File: src/rtl/riscv_pkg.sv
// Shared RV32I decode types: opcode constants, instruction formats and the
// decoded packet handed from the decode stage to execute.
package riscv_pkg;

  localparam logic [6:0] OPC_LUI    = 7'b0110111;
  localparam logic [6:0] OPC_AUIPC  = 7'b0010111;
  localparam logic [6:0] OPC_JAL    = 7'b1101111;
  localparam logic [6:0] OPC_JALR   = 7'b1100111;
  localparam logic [6:0] OPC_BRANCH = 7'b1100011;
  localparam logic [6:0] OPC_LOAD   = 7'b0000011;
  localparam logic [6:0] OPC_STORE  = 7'b0100011;
  localparam logic [6:0] OPC_OPIMM  = 7'b0010011;
  localparam logic [6:0] OPC_OP     = 7'b0110011;
  localparam logic [6:0] OPC_FENCE  = 7'b0001111;
  localparam logic [6:0] OPC_SYSTEM = 7'b1110011;

  typedef enum logic [2:0] {FMT_R, FMT_I, FMT_S, FMT_B, FMT_U, FMT_J, FMT_ILL} fmt_e;

  typedef struct packed {
    logic       aux;
    logic [2:0] funct3;
  } alu_op_t;

  typedef struct packed {
    logic [4:0] rd;
    logic       rf_wen;
    alu_op_t    alu_op;
    logic       dmem_vld;
    logic       dmem_wr;
    logic [2:0] dmem_len;
    logic       dmem_unsigned;
    logic       is_branch;
    logic       is_jal;
    logic       is_jalr;
  } dec_pkt_t;

  function automatic fmt_e opcode_fmt(input logic [6:0] opc);
    case (opc)
      OPC_LUI, OPC_AUIPC:                              return FMT_U;
      OPC_JAL:                                         return FMT_J;
      OPC_JALR, OPC_LOAD, OPC_OPIMM, OPC_FENCE, OPC_SYSTEM: return FMT_I;
      OPC_BRANCH:                                      return FMT_B;
      OPC_STORE:                                       return FMT_S;
      OPC_OP:                                          return FMT_R;
      default:                                         return FMT_ILL;
    endcase
  endfunction

  // Access size in bytes from funct3[1:0]; the reserved encoding maps to a word.
  function automatic logic [2:0] mem_len(input logic [1:0] sz);
    case (sz)
      2'b00:   return 3'd1;
      2'b01:   return 3'd2;
      default: return 3'd4;
    endcase
  endfunction

endpackage

File: src/rtl/decode_iq.sv
// Circular instruction queue between fetch and decode; storage is not reset,
// only pointers and occupancy are.
module decode_iq #(
  parameter int W     = 64,
  parameter int DEPTH = 4
) (
  input  logic                       clk,
  input  logic                       rst,
  input  logic                       flush,
  input  logic                       push,
  input  logic [W-1:0]               push_data,
  input  logic                       pop,
  output logic [W-1:0]               head_data,
  output logic [$clog2(DEPTH):0]     count,
  output logic                       full,
  output logic                       empty
);
  localparam int AW = $clog2(DEPTH);
  localparam int CW = AW + 1;

  logic [W-1:0]  mem [DEPTH];
  logic [AW-1:0] wr_ptr, rd_ptr;
  logic          wr, rd;

  assign full      = (count == CW'(DEPTH));
  assign empty     = (count == '0);
  assign wr        = push && !full && !flush;
  assign rd        = pop && !empty && !flush;
  assign head_data = mem[rd_ptr];

  // Pointers are log2(DEPTH) wide, so incrementing wraps modulo DEPTH.
  always_ff @(posedge clk or posedge rst) begin
    if (rst) begin
      wr_ptr <= '0;
      rd_ptr <= '0;
      count  <= '0;
    end else if (flush) begin
      wr_ptr <= '0;
      rd_ptr <= '0;
      count  <= '0;
    end else begin
      if (wr) wr_ptr <= wr_ptr + AW'(1);
      if (rd) rd_ptr <= rd_ptr + AW'(1);
      case ({wr, rd})
        2'b10:   count <= count + CW'(1);
        2'b01:   count <= count - CW'(1);
        default: count <= count;
      endcase
    end
  end

  always_ff @(posedge clk) begin
    if (wr) mem[wr_ptr] <= push_data;
  end

endmodule

File: src/rtl/decode_queue_stage.sv
// Decode stage: fetch queue, RV32I decode, operand bypass and load-use hazard
// stall. Handshakes are valid/ready: a beat moves on a rising edge when both are 1.
module decode_queue_stage
  import riscv_pkg::*;
#(
  parameter int XLEN     = 32,
  parameter int IQ_DEPTH = 4,
  parameter int NUM_BYP  = 3
) (
  input  logic                        clk,
  input  logic                        rst,
  input  logic                        flush,
  input  logic                        if_vld,
  input  logic [XLEN-1:0]             if_instr,
  input  logic [XLEN-1:0]             if_pc,
  output logic                        if_rdy,
  output logic [4:0]                  rf_rs1,
  output logic [4:0]                  rf_rs2,
  input  logic [XLEN-1:0]             rf_rs1_data,
  input  logic [XLEN-1:0]             rf_rs2_data,
  input  logic [NUM_BYP-1:0]          byp_vld,
  input  logic [NUM_BYP*5-1:0]        byp_rd,
  input  logic [NUM_BYP*XLEN-1:0]     byp_data,
  input  logic [NUM_BYP-1:0]          byp_data_rdy,
  output logic                        d_vld,
  input  logic                        x_rdy,
  output dec_pkt_t                    d_pkt,
  output logic [XLEN-1:0]             d_op1,
  output logic [XLEN-1:0]             d_op2,
  output logic [XLEN-1:0]             d_store_data,
  output logic [XLEN-1:0]             d_br_tgt,
  output logic                        d_illegal,
  output logic [$clog2(IQ_DEPTH):0]   iq_count
);
  logic [2*XLEN-1:0] head_data;
  logic [XLEN-1:0]   head_instr, head_pc;
  logic              iq_full, iq_empty, enq, deq, hazard;

  // if_rdy depends only on registered occupancy, so a full queue refuses
  // fetch even in a cycle where X drains the head.
  assign if_rdy = !iq_full;
  assign enq    = if_vld && !iq_full && !flush;
  assign deq    = d_vld && x_rdy;

  decode_iq #(.W(2*XLEN), .DEPTH(IQ_DEPTH)) u_iq (
    .clk       (clk),
    .rst       (rst),
    .flush     (flush),
    .push      (enq),
    .push_data ({if_instr, if_pc}),
    .pop       (deq),
    .head_data (head_data),
    .count     (iq_count),
    .full      (iq_full),
    .empty     (iq_empty)
  );

  assign head_instr = head_data[2*XLEN-1:XLEN];
  assign head_pc    = head_data[XLEN-1:0];

  logic [31:0] ins;
  logic [6:0]  opcode;
  logic [4:0]  rd, rs1, rs2;
  logic [2:0]  funct3;
  fmt_e        fmt;
  logic [31:0] imm32;
  logic [XLEN-1:0] imm;
  logic        illegal, use_rs1, use_rs2;

  assign ins     = head_instr[31:0];
  assign opcode  = ins[6:0];
  assign rd      = ins[11:7];
  assign funct3  = ins[14:12];
  assign rs1     = ins[19:15];
  assign rs2     = ins[24:20];
  assign fmt     = opcode_fmt(opcode);
  assign illegal = (fmt == FMT_ILL);
  assign use_rs1 = opcode inside {OPC_JALR, OPC_BRANCH, OPC_LOAD, OPC_STORE, OPC_OPIMM, OPC_OP};
  assign use_rs2 = opcode inside {OPC_BRANCH, OPC_STORE, OPC_OP};
  assign rf_rs1  = rs1;
  assign rf_rs2  = rs2;

  always_comb begin
    imm32 = '0;
    case (fmt)
      FMT_I:   imm32 = {{20{ins[31]}}, ins[31:20]};
      FMT_S:   imm32 = {{20{ins[31]}}, ins[31:25], ins[11:7]};
      FMT_B:   imm32 = {{19{ins[31]}}, ins[31], ins[7], ins[30:25], ins[11:8], 1'b0};
      FMT_U:   imm32 = {ins[31:12], 12'b0};
      FMT_J:   imm32 = {{11{ins[31]}}, ins[31], ins[19:12], ins[20], ins[30:21], 1'b0};
      default: imm32 = '0;
    endcase
  end
  assign imm = XLEN'($signed(imm32));

  // Lowest bypass index is youngest and therefore wins on multiple matches.
  logic            hit1, hit2, rdy1, rdy2;
  logic [XLEN-1:0] byp1, byp2, rs1_val, rs2_val;
  always_comb begin
    hit1 = 1'b0; rdy1 = 1'b0; byp1 = '0;
    hit2 = 1'b0; rdy2 = 1'b0; byp2 = '0;
    for (int i = 0; i < NUM_BYP; i++) begin
      if (!hit1 && byp_vld[i] && byp_rd[i*5 +: 5] == rs1) begin
        hit1 = 1'b1;
        rdy1 = byp_data_rdy[i];
        byp1 = byp_data[i*XLEN +: XLEN];
      end
      if (!hit2 && byp_vld[i] && byp_rd[i*5 +: 5] == rs2) begin
        hit2 = 1'b1;
        rdy2 = byp_data_rdy[i];
        byp2 = byp_data[i*XLEN +: XLEN];
      end
    end
  end

  assign rs1_val = (rs1 == 5'd0) ? '0 : (hit1 ? byp1 : rf_rs1_data);
  assign rs2_val = (rs2 == 5'd0) ? '0 : (hit2 ? byp2 : rf_rs2_data);
  assign hazard  = (use_rs1 && rs1 != 5'd0 && hit1 && !rdy1) ||
                   (use_rs2 && rs2 != 5'd0 && hit2 && !rdy2);
  assign d_vld   = !iq_empty && !hazard && !flush;

  always_comb begin
    d_op1 = rs1_val;
    if (opcode == OPC_AUIPC) d_op1 = head_pc;
    else if (opcode == OPC_LUI) d_op1 = '0;
  end

  assign d_op2        = (opcode == OPC_OP) ? rs2_val : imm;
  assign d_store_data = rs2_val;
  assign d_br_tgt     = head_pc + imm;
  assign d_illegal    = illegal;

  always_comb begin
    d_pkt               = '0;
    d_pkt.rd            = rd;
    d_pkt.rf_wen        = opcode inside {OPC_LUI, OPC_AUIPC, OPC_JAL, OPC_JALR,
                                         OPC_LOAD, OPC_OPIMM, OPC_OP};
    d_pkt.alu_op.funct3 = funct3;
    // ADDI has no subtract form, so bit 30 is immediate data there.
    d_pkt.alu_op.aux    = ins[30] && !(opcode == OPC_OPIMM && funct3 == 3'b000);
    d_pkt.dmem_vld      = (opcode == OPC_LOAD) || (opcode == OPC_STORE);
    d_pkt.dmem_wr       = (opcode == OPC_STORE);
    d_pkt.dmem_len      = mem_len(funct3[1:0]);
    d_pkt.dmem_unsigned = (opcode == OPC_LOAD) && funct3[2];
    d_pkt.is_branch     = (opcode == OPC_BRANCH);
    d_pkt.is_jal        = (opcode == OPC_JAL);
    d_pkt.is_jalr       = (opcode == OPC_JALR);
  end

endmodule

File: config.mk
export PLATFORM = sky130hd
export DESIGN_NAME = decode_queue_stage
export DESIGN_NICKNAME = d
export VERILOG_FILES = /design/src/rtl/riscv_pkg.sv /design/src/rtl/decode_iq.sv /design/src/rtl/decode_queue_stage.sv
export SDC_FILE = /design/constraint.sdc
export NUM_CORES = 1
export LEC_CHECK = 0
export ABC_AREA = 0
export BUFFER_PORTS_ARGS = -buffer_cell sky130_fd_sc_hd__buf_4
export CORE_AREA = 4 4 187 189
export DETAILED_ROUTE_END_ITERATION = 6
export DIE_AREA = 0 0 191 193
export PLACE_DENSITY = 0.7
export REMOVE_ABC_BUFFERS = 1
export SLEW_MARGIN = 20
export SYNTH_ARGS = -nofsm -noshare
export SYNTH_HDL_FRONTEND = slang
export SYNTH_SLANG_ARGS = --single-unit
File: constraint.sdc
create_clock -name clk -period 6.65 [get_ports clk]
set_clock_uncertainty 0.05 [all_clocks]
set_input_delay 0.3325 -clock clk [delete_from_list [all_inputs] [get_ports clk]]
set_output_delay 0.3325 -clock clk [all_outputs]
set_load 0.01 [all_outputs]
==> run_results.csv, run 1 <==
group,metric,value,unit
global_routing,grt_max_degree,65,
global_routing,overflow,0,
die,die_w,191,um
yosys,ys_seq_elements,263,
placement,io_buffers,412,
timing,fin_crit_sh,0.952,
final_layout,final_cells,2148,
final_layout,multi_input_area,6560,sq um
routing,drtAntennaViolNets,0,
clock_tree,root_buffer,"clkbuf_16",
routing,num_vias,12800,
final_layout,final_area,20000,sq um
timing,rsz0062_at_grt,"false",
routing,drtPass1Iterations,7,
final_layout,syn2layout_area_growth,35.5,%
setup_path,critPathMaxFanout,15,
timing,post-route-min-period,6330,ps
run,maxCapViolCount,0,
clock_tree,htree_levels,1,
hold_path,holdCritPathClass,"input pin to flop",
routing,drt_iter0_drc,1092,
clock_tree,clockBufferDepth,3,
routing,drt_wl_total,58200,um
final_layout,final_common_cell,"buf_4",
setup_path,crit_path_end_kind,"output port",
die,die_height,193,um
setup_path,timing.critical_path.mode_cell,"a21oi_1",
final_layout,nNetsFinal,1961,
timing,timing.fmax,158,MHz
global_routing,grt_pass1_wl,82700,um
routing,vias_per_cell,5.96,
die,fp-row-count,67,
timing,tightestPinTransition,1100,ps
clock_tree,cts_buffers,28,
clock_tree,cts_tree,"yes",
outcome,status,"complete, no violations",
setup_path,cp_slowest_cell,"mux4_2",
die,die_area,36900,sq um
final_layout,final_cell_mix,"buf_4 (440), edfxtp_1 (256), nor2_1 (107)",
timing,finalSetupViolCount,0,
timing,timing.hold.ws,24.7,ps
setup_path,crit_buf_inv,2,
final_layout,n_fill_cell,2694,
yosys,synth_warnings,0,
setup_path,setup.worst_path.class,"flop to output port",
final_layout,layout-drive-gt1-share,0.342,
yosys,syn_avg_cell_area,12.2,sq um
global_routing,grtUsageTotal,0.303,
clock_tree,clock_latency,550,ps
yosys,synth_flop_cell,"edfxtp_1",
final_layout,seq_area,7870,sq um
die,core_area,33300,sq um
global_routing,grt_pass1_vias,12800,
setup_path,critPathTopFamily,"compound AO/OA/AOI/OAI gates",
routing,routedWlPerCell,27.1,um
yosys,synth_area,14800,sq um
clock_tree,clkSlewWorstSetupHoldPaths,60,ps
die,ios,413,
placement,dp_cells,2025,
pwr,ir_drop,0.220,mV
setup_path,arrival,5950,ps
timing,relSlewSlack,0.270,
pwr,power_density,249,nW/um^2
yosys,synth-edff-count,256,
yosys,yosysUniqueCellTypes,74,
setup_path,crit_path_max_incr_delay,680,ps
routing,route.detailed.drc,0,
clock_tree,clkSinkCount,263,
yosys,synth.yosys.seq_area_share,0.533,
setup_path,required,6270,ps
placement,dp_hpwl,42500,um
global_routing,antenna_found_initial,4,
timing,drv_slew,0,
pwr,static-leakage-power,8.02,nW
yosys,async_flop_share,0.0266,
placement,placed_area,18400,sq um
setup_path,crit_chain,"mux4_2 > and3_1 > o21bai_1 > a21oi_1 > a21oi_1 > nor2_1 > o21a_2 > a21o_1 > ha_1 > a2111o_1 > a21oi_1 > nand2b_1 > o31ai_2 > buf_4 > a221o_1 > a31oi_1 > o211ai_1 > a2111o_1 > o311ai_0 > buf_4",
die,start_util,0.444,
timing,hold_viol,0,
placement,globalplace.congestion,0.951,
setup_path,startpoint_type,"flop",
yosys,synthCells,1213,
stage by stage:
stage	TNS [ps]	util	power [W]	worst slack (ps)
after floorplan	-52820	-	0.00273	-1510
after global placement	0	0.553	0.00344	785
after detailed placement	0	0.553	0.00346	565
after CTS	0	0.599	0.00498	146
after global routing	0	0.601	0.00518	9.39
final	0	0.601	0.00498	322
worst paths after layout:
check	cells past startpoint	endpoint	slack, ps	from
setup / recovery	20	d_br_tgt[30]	320	u_iq.rd_ptr[0]
min in group asynchronous	3	u_iq.count[2]	260	rst
setup reg to reg	13	u_iq.count[2]	1270	u_iq.rd_ptr[0]
hold reg to reg	2	u_iq.wr_ptr[1]	530	u_iq.wr_ptr[1]
max in group asynchronous	3	u_iq.rd_ptr[1]	6020	rst
hold / removal	2	u_iq.wr_ptr[1]	20	flush
final cells by class:
class | count | area share
Antenna cell | 5 | 0.000626
Clock buffer | 41 | 0.0401
Clock inverter | 10 | 0.00413
Inverter | 37 | 0.00695
Multi-Input combinational cell | 838 | 0.328
Sequential cell | 263 | 0.394
Tap cell | 448 | 0.0280
Timing Repair Buffer | 506 | 0.199
cells by family (layout without fill, tap and decap cells):
logic type | after synthesis | in the layout | synth area share
other cells | 0 | 5 | 0
mux | 99 | 99 | 0.121
xor+xnor | 61 | 61 | 0.0372
compound gates | 345 | 345 | 0.154
buf+inv | 112 | 594 | 0.0310
fa+ha+maj | 37 | 37 | 0.0324
simple gates | 296 | 296 | 0.0921
flops | 263 | 263 | 0.533
report_power, final:
group          leakage, nW  switching [W]  internal [W]  total [W]
combinational         5.18       0.000858      0.000690    0.00155
clock                0.421       0.000632      0.000870    0.00150
sequential            2.42      0.0000332       0.00190    0.00193
total                 8.02        0.00152       0.00346    0.00498
synthesized netlist by cell type, types with 5 or more instances:
master | number | area share
edfxtp_1 | 256 | 0.52
nor2_1 | 111 | 0.028
a21oi_1 | 109 | 0.037
nand2_1 | 85 | 0.022
mux4_2 | 63 | 0.096
xnor2_1 | 51 | 0.030
clkbuf_1 | 49 | 0.012
o21ai_0 | 47 | 0.016
a21o_1 | 42 | 0.021
inv_1 | 36 | 0.0092
ha_1 | 35 | 0.030
o22ai_1 | 33 | 0.014
mux2i_1 | 32 | 0.022
a211oi_1 | 26 | 0.013
nor3_1 | 25 | 0.0085
buf_2 | 15 | 0.0051
a22o_1 | 14 | 0.0083
nor2b_1 | 14 | 0.0059
o221ai_1 | 12 | 0.0071
a311o_1 | 11 | 0.0075
nand3_1 | 11 | 0.0037
nand2b_1 | 10 | 0.0042
o41ai_1 | 9 | 0.0053
and3_1 | 8 | 0.0034
buf_1 | 8 | 0.0020
xor2_1 | 8 | 0.0047
and2_1 | 7 | 0.0030
dfrtp_1 | 7 | 0.012
o21a_1 | 7 | 0.0036
nand4_1 | 5 | 0.0021
flip-flops by register name (all words and copies together), names as in the netlist:
signal / count
u_iq.wr_ptr: 2
u_iq.mem: 256
u_iq.rd_ptr: 2
u_iq.count: 3
what timing repair did:
action                                 CTS  global route
setup endpoints to repair                1             4
endpoints found under the hold margin  263             0
pin swaps                                0             1
gates resized for setup                  1             9
setup buffers                            0             2
hold buffers                            65             0
routing by layer:
layer / vias to the layer above / part of all wire / track usage
met5: - / 0 / 0
met4: 0 / 0.042 / 0.122
met3: 141 / 0.094 / 0.0699
met2: 698 / 0.48 / 0.506
met1: 6338 / 0.38 / 0.387
li1: 5631 / - / -
No activity file was read; power rests on OpenSTA's default activity.
==> run 2: changes to the inputs <==
PLACE_DENSITY = 0.8   (was 0.7)
==> run_results.csv, run 2 (synthesis gave the netlist of run 1 again) <==
group,metric,value,unit
pwr,switchingPower,0.00152,W
die,ios,413,
pwr,power_switching_share,0.300,
timing,finalSetupViolCount,0,
routing,drt_iter0_drc,1140,
setup_path,arrival,6090,ps
die,die_w,191,um
clock_tree,htree_levels,1,
hold_path,holdCritPathClass,"input pin to flop",
timing,setup_tns,0,ps
final_layout,final_common_cell,"buf_4",
placement,placed_area,18400,sq um
final_layout,largest-register,"u_iq.mem",
setup_path,required,6270,ps
clock_tree,cts_tree,"yes",
final_layout,final_area,20000,sq um
hold_path,min_to,"u_iq.wr_ptr[1]",
timing,timing.fmax,154,MHz
final_layout,largest_register_ffs,256,
die,die_area,36900,sq um
final_layout,final_cells,2145,
pwr,p_total,0.00506,W
final_layout,n_fill_cell,2697,
timing,tightestPinTransition,1210,ps
pwr,static-leakage-power,8.04,nW
clock_tree,clockBufferDepth,3,
setup_path,crit_start,"u_iq.rd_ptr[0]",
final_layout,layout-drive-gt1-share,0.340,
placement,io_buffers,412,
placement,globalplace.congestion,0.927,
setup_path,crit_path_end_kind,"output port",
die,die_height,193,um
setup_path,rr_endpoint,"u_iq.count[2]",
timing,drv_slew,0,
clock_tree,cts_buffers,28,
die,core_area,33300,sq um
clock_tree,clock_latency,540,ps
die,start_util,0.444,
placement,dp_hpwl,41000,um
global_routing,grtUsageTotal,0.293,
routing,drt_wl_total,56800,um
outcome,status,"complete, no violations",
global_routing,overflow,0,
timing,rsz0062_at_grt,"false",
setup_path,critPathMaxFanout,10,
pwr,ir_drop,0.248,mV
die,fp-row-count,67,
setup_path,rr_startpoint,"u_iq.rd_ptr[0]",
pwr,pwr-share-seq,0.380,
routing,drtPass1Iterations,7,
final_layout,reg_top3,"u_iq.mem: 256 flops, u_iq.count: 3 flops",
hold_path,min_from,"flush",
hold_path,worst_hold_path.num_cells,2,
setup_path,ff2ff_setup_slack,1620,ps
timing,hold_viol,0,
timing,relSlewSlack,0.193,
run,maxCapViolCount,0,
routing,vias_per_cell,5.99,
routing,routedWlPerCell,26.5,um
routing,num_vias,12800,
setup_path,setup.worst_path.class,"flop to output port",
timing,fin_crit_sh,0.974,
global_routing,grt_pass1_vias,12900,
pwr,p_int,0.00354,W
final_layout,nNetsFinal,1962,
final_layout,syn2layout_area_growth,35.6,%
global_routing,grt_max_degree,65,
setup_path,startpoint_type,"flop",
placement,dp_cells,2025,
pwr,power_density,253,nW/um^2
clock_tree,clkSlewWorstSetupHoldPaths,60,ps
clock_tree,clkSinkCount,263,
global_routing,antenna_found_initial,3,
routing,route.detailed.drc,0,
timing,post-route-min-period,6470,ps
routing,drtAntennaViolNets,0,
setup_path,reg2regPathDepth,14,
clock_tree,root_buffer,"clkbuf_16",
final_layout,post-route-util,0.601,
pwr,pwr-share-comb,0.306,
final_layout,final_cell_mix,"buf_4 (442), edfxtp_1 (256), a21oi_1 (109)",
pwr,clockPowerShare,0.314,
global_routing,grt_pass1_wl,80400,um
==> run 2: changes by cell type in the layout (fill, tap and decap cells not counted), moves of 3 or more <==
cell	change
bufinv_16	+3
clkbuf_1	-6
diode_2	-4
a21oi_2	-3
clkinv_1	+4
clkbuf_8	-3
a21oi_1	+3
==> run 2: cell type report <==
type                            instances  area (sq um)  share of cell area
Sequential cell                       263          7870               0.393
Multi-Input combinational cell        838          6530               0.326
Timing Repair Buffer                  507          3970               0.198
Clock buffer                           32           737              0.0368
Tap cell                              448           561              0.0280
Clock inverter                         19           209              0.0104
Inverter                               37           139             0.00694
Antenna cell                            1          2.50            0.000125
==> run 2: how the worst max path moves through the flow <==
stage / to / slack [ps] / depth (start not counted)
4_1_cts: d_br_tgt[30] / 190 / 20
5_1_grt: d_br_tgt[30] / 4 / 21
3_3_place_gp: d_br_tgt[30] / 950 / 21
6_report: d_br_tgt[30] / 180 / 21
3_5_place_dp: d_br_tgt[30] / 780 / 20
2_1_floorplan: d_op1[11] / -1510 / 7
==> run 2: what timing repair did <==
action,4_1_cts,5_1_grt
hold buffers,65,0
gates resized for setup,0,6
setup endpoints to repair,0,3
hold endpoints to repair,263,0
setup buffers,0,3
==> run 2: power groups by stage <==
stage               sequential, W  clock (W)  combinational, W
global placement          0.00195          0           0.00146
CTS                       0.00192    0.00161           0.00152
detailed placement        0.00196          0           0.00148
floorplan                 0.00198          0          0.000750
finish                    0.00192    0.00159           0.00154
global route              0.00193    0.00167           0.00165
==> run 2: per-layer routing <==
metal | global-route usage | routed length (um) | up-vias
li1 | - | - | 5628
met2 | 0.485 | 26900 | 768
met5 | 0 | 34 | -
met4 | 0.122 | 2480 | 4
met1 | 0.366 | 21200 | 6304
met3 | 0.0814 | 6090 | 136
==> run 2: critical path, cell delays in order (launching register included) <==
cell      delay, ps
dfrtp_4         500
mux4_2          630
and3_1          220
o21bai_1        210
a21oi_1         100
a21oi_1         170
nor2_2           80
o21a_1          270
a21oi_1         450
inv_1           100
ha_1            240
a2111o_1        410
a21oi_1         120
nand2b_1        120
o31ai_1          80
buf_4           170
a221o_1         310
a31oi_1         390
o211ai_1        240
a2111o_1        400
o311ai_1        120
buf_4           190
==> run 2: stage by stage <==
step           hold WS, ps  worst slack [ps]
2_1_floorplan         85.9             -1510
3_5_place_dp           288               781
5_1_grt               10.9              3.69
6_report              22.0               175
4_1_cts               2.22               194
3_3_place_gp           287               945
